===== config.mk =====
export PLATFORM = sky130hd
export DESIGN_NAME = clock_works
export DESIGN_NICKNAME = d
export VERILOG_FILES = /design/src/rtl/clock_works.sv
export SDC_FILE = /design/constraint.sdc
export NUM_CORES = 1
export LEC_CHECK = 0
export CAP_MARGIN = 40
export CORE_UTILIZATION = 30
export CTS_BUF_LIST = sky130_fd_sc_hd__clkbuf_4 sky130_fd_sc_hd__clkbuf_8
export DETAILED_ROUTE_END_ITERATION = 7
export GPL_ROUTABILITY_DRIVEN = 0
export GPL_TIMING_DRIVEN = 0
export PLACE_DENSITY_LB_ADDON = 0.15
export SYNTH_ARGS = -nofsm -noshare
export SYNTH_HDL_FRONTEND = slang
export SYNTH_SLANG_ARGS = --single-unit

===== constraint.sdc =====
create_clock -name CLK -period 2.2 [get_ports CLK]
set_input_delay 0.33 -clock CLK [delete_from_list [all_inputs] [get_ports CLK]]
set_output_delay 0.33 -clock CLK [all_outputs]
set_load 0.05 [all_outputs]

===== src/rtl/clock_works.sv =====
// -----------------------------------------------------------------------------
// clock_works : board-level clock/reset conditioner.
//
// Divides the board clock CLK by 2^SLOW to produce the core clock clk, and
// produces a stretched active-low core reset resetn. resetn is asserted
// asynchronously and released synchronously, on a clk falling edge.
//
// Parameters
//   SLOW       divide exponent (0..30); 0 means clk = CLK
//   RST_CYCLES clk falling edges resetn stays low after release (1..255)
//
// Ports
//   CLK     in   board clock, the only clock
//   RESET   in   board reset, asynchronous, active-low
//   clk     out  divided core clock
//   resetn  out  core reset, active-low
//
// Build option
//   CLOCK_WORKS_SIM_FAST_EN : when defined, the divide exponent becomes
//   max(SLOW-4, 0) so that simulations run faster. RST_CYCLES is unaffected.
// -----------------------------------------------------------------------------
module clock_works #(
    parameter int SLOW       = 0,
    parameter int RST_CYCLES = 4
) (
    input  logic CLK,
    input  logic RESET,
    output logic clk,
    output logic resetn
);

`ifdef CLOCK_WORKS_SIM_FAST_EN
    localparam int EXP = (SLOW > 4) ? SLOW - 4 : 0;
`else
    localparam int EXP = SLOW;
`endif

    localparam logic [7:0] RST_MAX = 8'(RST_CYCLES);

    logic [1:0] sync_q;
    logic       rst_sync;
    logic       wrap;
    logic [7:0] stretch_cnt;
    logic       resetn_q;

    // Release of RESET is re-timed through two flops; assertion is immediate.
    always_ff @(posedge CLK or negedge RESET) begin
        if (!RESET) begin
            sync_q <= 2'b00;
        end else begin
            sync_q <= {sync_q[0], 1'b1};
        end
    end

    assign rst_sync = sync_q[1];

    generate
        if (EXP == 0) begin : g_nodiv
            assign clk  = CLK;
            assign wrap = 1'b1;
        end else begin : g_div
            localparam logic [EXP-1:0] DIV_ONE = EXP'(1);
            logic [EXP-1:0] div_cnt;

            always_ff @(posedge CLK or negedge RESET) begin
                if (!RESET) begin
                    div_cnt <= '0;
                end else if (rst_sync) begin
                    div_cnt <= div_cnt + DIV_ONE;
                end else begin
                    div_cnt <= '0;
                end
            end

            // The counter MSB is a flop output, so clk is glitch-free.
            assign clk = div_cnt[EXP-1];
            // All-ones means the next CLK posedge is a clk falling edge.
            assign wrap = &div_cnt;
        end
    endgenerate

    // Stretch counter advances once per clk falling edge and saturates.
    // resetn is set on the same edge the count reaches RST_MAX, so it
    // changes half a clk period ahead of the next clk rising edge.
    always_ff @(posedge CLK or negedge RESET) begin
        if (!RESET) begin
            stretch_cnt <= 8'd0;
            resetn_q    <= 1'b0;
        end else if (rst_sync && wrap && (stretch_cnt < RST_MAX)) begin
            stretch_cnt <= stretch_cnt + 8'd1;
            if ((stretch_cnt + 8'd1) == RST_MAX) begin
                resetn_q <= 1'b1;
            end
        end
    end

    assign resetn = resetn_q;

endmodule


* After elaboration in Yosys (flattened, before gate mapping)
Index checks and enable logic that the tools add are counted.
** Word-level totals
- Register bits after elaboration :: 11
- Input port bits :: 2
- Output and inout port bits :: 2
- Logic and storage cells :: 8
** Operators by class
- Add/subtract/negate cells :: 1
- Magnitude comparators :: 1
- Equality and inequality tests :: 1
- Reductions and logical operators :: 2
** Operators with widths (number)
- 8-bit by 1-bit adder with 8-bit output, second input constant :: 1
- 8-bit by 3-bit == test with 1-bit output, second input constant :: 1
- 8-bit by 3-bit less-than comparator with 1-bit output, second input constant :: 1
- 2-bit AND reduction :: 1
- 1-bit logical AND :: 1

* Depth between registers and ports, before layout
Gate-level depths: netlist of the first run.
- Depth after elaboration :: 3
- Depth in mapped cells :: 3
- Mapped depth without buffers :: 3

==> results by group, run 1 <==
Outcome
  – Run status: finished, final reports clean

Route
  – Final WL: 485 um
  – Post-route ant nets: 0
  – Number of DRC markers in iteration 0: 6
  – 1st-pass router iterations: 4
  – Vias: 214
  – Vias per inst: between 4 and 5
  – # DRC: 0
  – Wire length per cell: 9.33 um

Synth
  – Syn nets: 31
  – Synth cell types: 15
  – Top cells by area, synth: dfrtp_1 69%, nor3_4 4.1%, clkbuf_1 3.8%
  – Cell type with the largest total area after synthesis: dfrtp_1
  – Syn avg cell area: approximately 14 um2
  – Mapped Area: 397 um2
  – Yosys warnings: 0
  – Post-synth top area share: 69.4%
  – Post-synthesis cell count: 28
  – Sequential share of the synthesized area: 69.4%
  – Number of synthesized register bits: 11

GRT
  – Largest net degree at the start of global routing: 12
  – GRT Util Overall: 10.6%
  – Grt ovf: 0
  – First-pass GRT wire length: approximately 930 um
  – Initial antenna violation count: 0
  – Vias in the first global route: between 200 and 300

Timing
  – RSZ-0062 raised after global routing: no
  – Min Hold Slack: 0.279 ns
  – Max Slew Vio Count: 0
  – Final hold violation count: 0
  – Clock skew: 0.00261 ns
  – Final setup fails: 0

Power
  – Lkg Pwr: 0.247 nW
  – Power per cell area: 1370 mW/mm2
  – Worst VDD drop: 798 uV

Min path
  – Worst hold path class: in -> async

Cells and area
  – Synth-to-layout area growth: 24.9%
  – Final non-filler cell area: between 400 and 500 um2
  – Fin nets: 42
  – FILL cells: 108
  – Multi-input combinational cell area: 90.1 um2
  – Ant. Diodes: 0
  – Layout cells sized above 1: 31.6%
  – Register area: 275 um2

Die
  – Core area: between 0.001 and 0.0015 mm2
  – Chip width: 38.4 um
  – Die height: 38.4 um
  – Starting Density: 33.9%
  – Die ar.: between 0.001 and 0.0015 mm2
  – Cell row count: 12
  – IO Pins: 4

Setup path
  – Crit path DAT: 1.85 ns
  – Reg-to-reg startpoint: stretch_cnt[6]$_DFFE_PN0P_
  – Setup crit start kind: clock port
  – CP required: 1.87 ns
  – Reg2Reg Setup Slack: 0.61 ns
  – Levels on crit path: 4
  – Cells on worst reg2reg path: 3
  – Slowest stage cell, crit path: dlygate4sd2_1
  – Crit path kind: clk -> out
  – Largest delay share family, worst path: buffers and inverters
  – CP Launch Point: CLK
  – CP most frequent cell: clkbuf_4
  – Critical Path End: clk
  – Crit-path max FO: 2
  – Reg2Reg Capture Point: stretch_cnt[1]$_DFFE_PN0P_
  – Cell Chain, Critical Path: clkbuf_4 > clkbuf_4 > buf_4 > dlygate4sd2_1
  – Nature of the critical path endpoint: output pin
  – Buf/Inv on CP: 4
  – Longest individual stage delay on the worst path: a little over 0.4 ns

Placement
  – DP HPWL: 362 um
  – Cell Area, Placed: 444 um2
  – Port bufs: 3

Clock network
  – CTS resizes: 1
  – Setup repair bufs after CTS: 0
  – Clock latency on the worst-skew pair: 0.37 ns
  – Clock slew at reported path FFs: around 0.06 ns
  – TritonCTS clock tree: yes
  – Hold-fix buffers, CTS: 0

Run
  – MaxCap Viol Count: 0
==> synthesized netlist by cell type <==
master,count
dfrtp_1,11
clkbuf_1,4
a21o_1,1
a31o_2,1
buf_2,1
buf_4,1
conb_1,1
ha_1,1
inv_1,1
mux2_1,1
nand2b_1,1
nor2_1,1
nor3_4,1
or4_4,1
xor2_1,1
==> layout make-up <==
cell class | instances | share of cell area [%]
Buffer | 6 | 5.56
Multi-Input combinational cell | 10 | 18.2
Inverter | 1 | 0.758
Clock buffer | 8 | 12.4
Sequential cell | 11 | 55.6
Timing Repair Buffer | 2 | 4.04
Tap cell | 14 | 3.54
==> worst register-to-register path: stages (launching register included) <==
cell and delay [ns]:
dfrtp_1 0.38, or4_4 0.56, nor3_4 0.21, mux2_1 0.33
==> flip-flops by register name (all words and copies together), names as in the netlist <==
signal,cells
sync_q,2
resetn,1
stretch_cnt,8
==> routing by layer <==
layer	up-vias	share of wire (%)	GRT usage [%]	routed length, um
li1	103	-	-	-
met1	107	49	9.47	238
met2	4	49	15.3	239
met3	0	1.6	3.49	8
met4	0	0	16.4	0
met5	-	0	0	0
==> cell families (layout without fill, tap and decap cells) <==
group / Yosys count / in the layout / synth area share (%)
and+or+nand+nor: 4 / 4 / 9.46
muxes: 1 / 1 / 2.84
xor gates and xnor gates: 1 / 1 / 2.21
DFF: 11 / 11 / 69.4
AOI/OAI and AO/OA: 2 / 2 / 4.10
buffers and inverters: 7 / 17 / 7.88
adders and majority gates: 1 / 1 / 3.15
other: 1 / 1 / 0.945
==> power breakdown <==
part	switching, mW	internal [mW]
sequential	0.0181	0.233
combinational	0.0563	0.0419
clock	0.151	0.181
total	0.225	0.456
==> how the worst min path moves through the flow <==
stage,from,endpoint,cells past startpoint
3_5_place_dp,sync_q[0]$_DFF_PN0_,sync_q[1]$_DFF_PN0_,0
3_3_place_gp,sync_q[0]$_DFF_PN0_,sync_q[1]$_DFF_PN0_,0
6_report,RESET,stretch_cnt[7]$_DFFE_PN0P_,1
4_1_cts,RESET,sync_q[0]$_DFF_PN0_,1
2_1_floorplan,RESET,resetn$_DFFE_PN0P_,0
5_1_grt,RESET,stretch_cnt[3]$_DFFE_PN0P_,1
==> stage by stage <==
| step | setup slack (ns) | std cells | total power, mW | utilization [%] | setup TNS, ns |
|---|---|---|---|---|---|
| 4_1_cts | 0.0174 | 52 | 0.694 | 42.3 | 0 |
| 2_1_floorplan | 0.603 | 28 | 0.418 | - | 0 |
| 5_1_grt | 0.0109 | 52 | 0.728 | 42.3 | 0 |
| 3_3_place_gp | -0.0155 | 45 | 0.480 | 37.9 | -0.0155 |
| 6_report | 0.0241 | 52 | 0.681 | 42.3 | 0 |
| 3_5_place_dp | -0.0155 | 45 | 0.485 | 37.9 | -0.0155 |
==> layout by cell type (no fill, tap or decap) <==
cell type and n:
buf_2 1, clkbuf_4 7, conb_1 1, a21o_1 1, or4_4 1, clkdlybuf4s50_1 2, dfrtp_1 11, nor3_4 1
dlygate4sd2_1 1, ha_1 1, inv_1 1, mux2_1 1, xor2_1 1, clkbuf_1 4, buf_4 1, a31o_2 1
nor2_1 1, nand2b_1 1
No activity file was read; power rests on OpenSTA's default activity.
==> inputs of run 2 (changes only) <==
--- a/config.mk
+++ b/config.mk
@@ -6,6 +6,7 @@
 export NUM_CORES = 1
 export LEC_CHECK = 0
 export CAP_MARGIN = 40
+export CORE_MARGIN = 2
 export CORE_UTILIZATION = 30
 export CTS_BUF_LIST = sky130_fd_sc_hd__clkbuf_4 sky130_fd_sc_hd__clkbuf_8
 export DETAILED_ROUTE_END_ITERATION = 7
==> results by group, run 2 (synthesis gave the netlist of run 1 again) <==
Power
  – Worst VDD drop: 1000 uV (+25%)
  – Lkg Pwr: 0.246 nW (-0.45%)
  – Power per cell area: 1370 mW/mm2 (-0.37%)

GRT
  – M1 GR Usage: 8.80% (-0.67 points)
  – Met3 usage: 3.89% (+0.40 points)
  – GRT Max-Usage Layer: met4
  – Initial antenna violation count: 0 (unchanged)
  – Met2 Track Usage GR: 13.1% (-2.2 points)
  – Grt ovf: 0 (unchanged)
  – Vias in the first global route: 260 (-1.9%)
  – GRT Util Overall: 9.88% (-0.76 points)
  – Largest net degree at the start of global routing: 12 (unchanged)
  – First-pass GRT wire length: 903 um (-3.0%)

Route
  – Final WL: 480 um (-1.0%)
  – Number of DRC markers in iteration 0: 3 (-3)
  – # DRC: 0 (unchanged)
  – Wire length per cell: 9.06 um (-2.9%)
  – Post-route ant nets: 0 (unchanged)
  – 1st-pass router iterations: 2 (-2)
  – Vias per inst: 4.09 (-0.51%)
  – Vias: 217 (+1.4%)

Cells and area
  – Most common cell after layout, fill and taps aside: dfrtp_1
  – Ant. Diodes: 0 (unchanged)
  – Max reg flops: 8 (unchanged)
  – Fin nets: 42 (unchanged)
  – Register area: 275 um2 (unchanged)
  – Multi-input combinational cell area: 90.1 um2 (unchanged)
  – Synth-to-layout area growth: 24.3%
  – Largest register by flop count: stretch_cnt
  – Commonest cells after routing, fill and taps aside: 11 x dfrtp_1, 7 x clkbuf_4, 4 x clkbuf_1
  – Layout cells sized above 1: 34.2% (+2.6 points)
  – FILL cells: 138 (+28%)

Timing
  – Final WS setup: 0.207 ns (+0.182 ns)
  – Final hold violation count: 0 (unchanged)
  – Max Slew Vio Count: 0 (unchanged)
  – Clock skew: 0.00263 ns (+0.0000206 ns)
  – Min Hold Slack: 0.284 ns (+0.00444 ns)
  – Final setup fails: 0 (unchanged)
  – RSZ-0062 raised after global routing: no

Clock network
  – Clock slew at reported path FFs: 0.06 ns (about the same)
  – Setup repair bufs after CTS: 0 (unchanged)
  – TritonCTS clock tree: yes
  – Hold-fix buffers, CTS: 0 (unchanged)
  – Clock latency on the worst-skew pair: 0.36 ns (about the same)

Setup path
  – CP most frequent cell: clkbuf_4
  – Longest individual stage delay on the worst path: 0.22 ns (-0.19 ns)
  – Slowest stage cell, crit path: clkbuf_2
  – Crit path DAT: 1.66 ns (-0.19 ns)
  – Crit-path max FO: 2 (unchanged)
  – Setup crit start kind: clock port
  – Nature of the critical path endpoint: output pin
  – Crit path kind: clk -> out
  – CP required: 1.87 ns (about the same)
  – Buf/Inv on CP: 4 (unchanged)
  – Largest delay share family, worst path: buffers and inverters
  – Cell Chain, Critical Path: clkbuf_4 > clkbuf_4 > buf_4 > clkbuf_2

Die
  – Starting Density: 31.3% (-2.6 points)
  – Die height: 40.4 um (+5.2%)
  – Chip width: 40.4 um (+5.2%)
  – Die ar.: 0.00163 mm2 (+11%)
  – Cell row count: 13 (+1)
  – IO Pins: 4 (unchanged)
  – Core area: 0.00127 mm2 (+8.3%)

Placement
  – DP HPWL: 378 um (+4.4%)
  – Worst slack at placement: -0.0155 ns (unchanged)
  – Port bufs: 3 (unchanged)

Run
  – MaxCap Viol Count: 0 (unchanged)

Min path
  – Worst hold path class: in -> async

Outcome
  – Run status: finished, final reports clean
-- run 2: changes by cell type in the layout (fill, tap and decap cells not counted), sizes merged --
cell / previous run / this run
clkbuf: 11 / 12
dlygate4sd2: 1 / 0
-- run 2: metrics by stage --
step	instances	power (mW)	cell area (um2)	setup TNS (ns)	utilization, %
after floorplan	28	0.418	397	0	-
final	53	0.675	493	0	38.9
after detailed placement	46	0.486	445	-0.0155	35.1
after global placement	46	0.480	445	-0.0155	35.1
after CTS	53	0.698	497	0	39.2
after global routing	53	0.730	493	0	38.9
-- run 2: per-layer routing --
| layer | part of all wire, % | vias up |
|---|---|---|
| met5 | 0 | - |
| met4 | 0 | 0 |
| met3 | 3.3 | 0 |
| met2 | 55 | 3 |
| met1 | 41 | 111 |
| li1 | - | 103 |
-- run 2: what timing repair did --
item | 4_1_cts | 5_1_grt
endpoints found under the setup margin | 1 | 1
cloned | 0 | 0
pin swaps | 0 | 0
gates resized for setup | 1 | 2
-- run 2: cell type report --
| cell class | count | share of cell area, % |
|---|---|---|
| multi-input cells | 10 | 18.3 |
| well taps | 15 | 3.81 |
| repair buffers | 2 | 4.06 |
| clock buffers | 8 | 11.7 |
| inverters | 1 | 0.761 |
| plain buffers | 6 | 5.58 |
| flip-flops and latches | 11 | 55.8 |
-- run 2: final timing paths --
| check | start | to | slack, ns | depth (start not counted) |
|---|---|---|---|---|
| worst max-delay path | CLK | clk | 0.21 | 4 |
| min in group CLK | sync_q[0]$_DFF_PN0_ | sync_q[1]$_DFF_PN0_ | 0.36 | 0 |
| worst min register to register | sync_q[0]$_DFF_PN0_ | sync_q[1]$_DFF_PN0_ | 0.36 | 0 |
| max in group asynchronous | RESET | resetn$_DFFE_PN0P_ | 1.60 | 1 |
| worst min-delay path | RESET | sync_q[1]$_DFF_PN0_ | 0.28 | 1 |
| worst max register to register | stretch_cnt[6]$_DFFE_PN0P_ | stretch_cnt[1]$_DFFE_PN0P_ | 0.62 | 3 |
-- run 2: report_power, final --
part           switching, mW  total [mW]  internal (mW)
clock                  0.151       0.327          0.176
combinational         0.0568      0.0990         0.0422
sequential            0.0162       0.249          0.233
==> inputs of run 3 (changes only) <==
--- a/config.mk
+++ b/config.mk
@@ -6,10 +6,10 @@
 export NUM_CORES = 1
 export LEC_CHECK = 0
 export CAP_MARGIN = 40
-export CORE_MARGIN = 2
-export CORE_UTILIZATION = 30
+export CORE_AREA = 2 2 39 41
 export CTS_BUF_LIST = sky130_fd_sc_hd__clkbuf_4 sky130_fd_sc_hd__clkbuf_8
 export DETAILED_ROUTE_END_ITERATION = 7
+export DIE_AREA = 0 0 41 43
 export GPL_ROUTABILITY_DRIVEN = 0
 export GPL_TIMING_DRIVEN = 0
 export PLACE_DENSITY_LB_ADDON = 0.15
==> results by group, run 3 (synthesis gave the netlist of run 1 again) <==
Outcome
  – Run status: finished, final reports clean

Cells and area
  – Final Util: 36.0% (-2.9 points)
  – Fin nets: 42 (unchanged)
  – Most common cell after layout, fill and taps aside: dfrtp_1
  – Largest register by flop count: stretch_cnt
  – FILL cells: 130 (-5.8%)
  – Synth-to-layout area growth: 25.6%
  – Max reg flops: 8 (unchanged)
  – Layout cells sized above 1: 31.6% (-2.6 points)
  – Finished Layout Cells: 54 (+1.9%)
  – Ant. Diodes: 0 (unchanged)
  – Commonest cells after routing, fill and taps aside: 11 x dfrtp_1, 7 x clkbuf_4, 4 x clkbuf_1

Setup path
  – Setup crit start kind: clock port
  – Cell Chain, Critical Path: clkbuf_4 > clkbuf_4 > buf_4 > dlygate4sd2_1
  – Cells on worst reg2reg path: 3 (unchanged)
  – Crit path DAT: 1.85 ns (+0.19 ns)
  – Longest individual stage delay on the worst path: 0.41 ns (+0.19 ns)
  – Slowest stage cell, crit path: dlygate4sd2_1
  – Crit-path max FO: 2 (unchanged)
  – CP most frequent cell: clkbuf_4
  – Reg2Reg Setup Slack: 0.62 ns (about the same)
  – Buf/Inv on CP: 4 (unchanged)
  – Largest delay share family, worst path: buffers and inverters
  – Reg2Reg Capture Point: stretch_cnt[1]$_DFFE_PN0P_
  – Reg-to-reg startpoint: stretch_cnt[6]$_DFFE_PN0P_
  – Crit path kind: clk -> out
  – CP required: 1.87 ns (about the same)
  – Nature of the critical path endpoint: output pin

Timing
  – Final hold violation count: 0 (unchanged)
  – Min Hold Slack: 0.284 ns (+0.000582 ns)
  – Max Slew Vio Count: 0 (unchanged)
  – Final setup fails: 0 (unchanged)
  – Clock skew: 0.00218 ns (-0.000452 ns)
  – Setup TNS: 0 ns (unchanged)
  – Final WS setup: 0.0238 ns (-0.183 ns)
  – RSZ-0062 raised after global routing: no

Placement
  – Placed Cells incl. Taps: 47 (+2.2%)
  – Worst slack at placement: -0.0155 ns (unchanged)
  – Port bufs: 3 (unchanged)
  – DP HPWL: 383 um (+1.4%)

Die
  – Die ar.: 0.00176 mm2 (+8.2%)
  – Cell row count: 14 (+1)
  – Starting Density: 28.7% (-2.6 points)
  – Core area: 0.00138 mm2 (+9.1%)
  – Chip width: 41 um (+1.6%)
  – Die height: 43 um (+6.5%)
  – IO Pins: 4 (unchanged)

Route
  – Post-route ant nets: 0 (unchanged)
  – Vias: 226 (+4.1%)
  – Vias per inst: 4.19 (+2.2%)
  – Number of DRC markers in iteration 0: 1 (-2)
  – 1st-pass router iterations: 2 (unchanged)
  – # DRC: 0 (unchanged)
  – Final WL: 523 um (+9.0%)
  – Wire length per cell: 9.69 um (+6.9%)

GRT
  – Largest net degree at the start of global routing: 12 (unchanged)
  – First-pass GRT wire length: 938 um (+3.9%)
  – Vias in the first global route: 254 (-2.3%)
  – Initial antenna violation count: 0 (unchanged)
  – Grt ovf: 0 (unchanged)
  – GRT Util Overall: 10.0% (+0.12 points)

Power
  – Lkg Pwr: 0.247 nW (+0.45%)
  – Worst VDD drop: 759 uV (-24%)
  – Power per cell area: 1380 mW/mm2 (+0.87%)

Run
  – MaxCap Viol Count: 0 (unchanged)

Clock network
  – TritonCTS clock tree: yes
  – Hold-fix buffers, CTS: 0 (unchanged)
  – Clock latency on the worst-skew pair: 0.37 ns (about the same)
  – Clock slew at reported path FFs: 0.07 ns (about the same)

Min path
  – Worst hold path class: in -> async
-- run 3: cell count changes in the layout (fill, tap and decap cells not counted) --
cell	delta
clkbuf_2	-1
dlygate4sd2_1	+1
-- run 3: how the worst max path moves through the flow --
stage / slack [ns] / to / cells past startpoint / startpoint
global route: 0.009 / clk / 4 / CLK
CTS: 0.02 / clk / 4 / CLK
detailed placement: -0.02 / clk / 2 / CLK
finish: 0.02 / clk / 4 / CLK
global placement: -0.02 / clk / 2 / CLK
floorplan: 0.60 / clk / 1 / CLK
-- run 3: worst reg2reg max path: stages (launching register included) --
cell and delay [ns]:
dfrtp_1 0.37, or4_4 0.55, nor3_4 0.21, mux2_1 0.33
-- run 3: power breakdown --
part | total (mW) | internal (mW) | switching (mW)
logic | 0.102 | 0.0428 | 0.0588
clock network | 0.335 | 0.181 | 0.154
registers | 0.251 | 0.233 | 0.0184
-- run 3: cell type report --
| type | count | area, um2 | share of cell area (%) |
|---|---|---|---|
| Sequential cell | 11 | 275 | 55.3 |
| Clock buffer | 8 | 61.3 | 12.3 |
| Buffer | 6 | 27.5 | 5.53 |
| Tap cell | 16 | 20.0 | 4.02 |
| Inverter | 1 | 3.75 | 0.754 |
| Multi-Input combinational cell | 10 | 90.1 | 18.1 |
| Timing Repair Buffer | 2 | 20.0 | 4.02 |
-- run 3: metal layers --
| metal | track usage [%] | part of all wire [%] |
|---|---|---|
| met5 | 0 | 0 |
| met3 | 6.28 | 5.0 |
| met4 | 17.3 | 5.2 |
| met2 | 10.6 | 52 |
| met1 | 8.81 | 37 |
-- run 3: metrics by stage --
step / power [mW] / instance area (um2)
global placement: 0.480 / 447
floorplan: 0.418 / 397
detailed placement: 0.491 / 447
finish: 0.688 / 498
global route: 0.732 / 498
CTS: 0.704 / 498
-- run 3: what timing repair did --
| item | 4_1_cts | 5_1_grt |
|---|---|---|
| setup endpoints to repair | 1 | 0 |
| resized for setup | 1 | 0 |
| hold endpoints to repair | 0 | 0 |
| setup buffers | 0 | 0 |
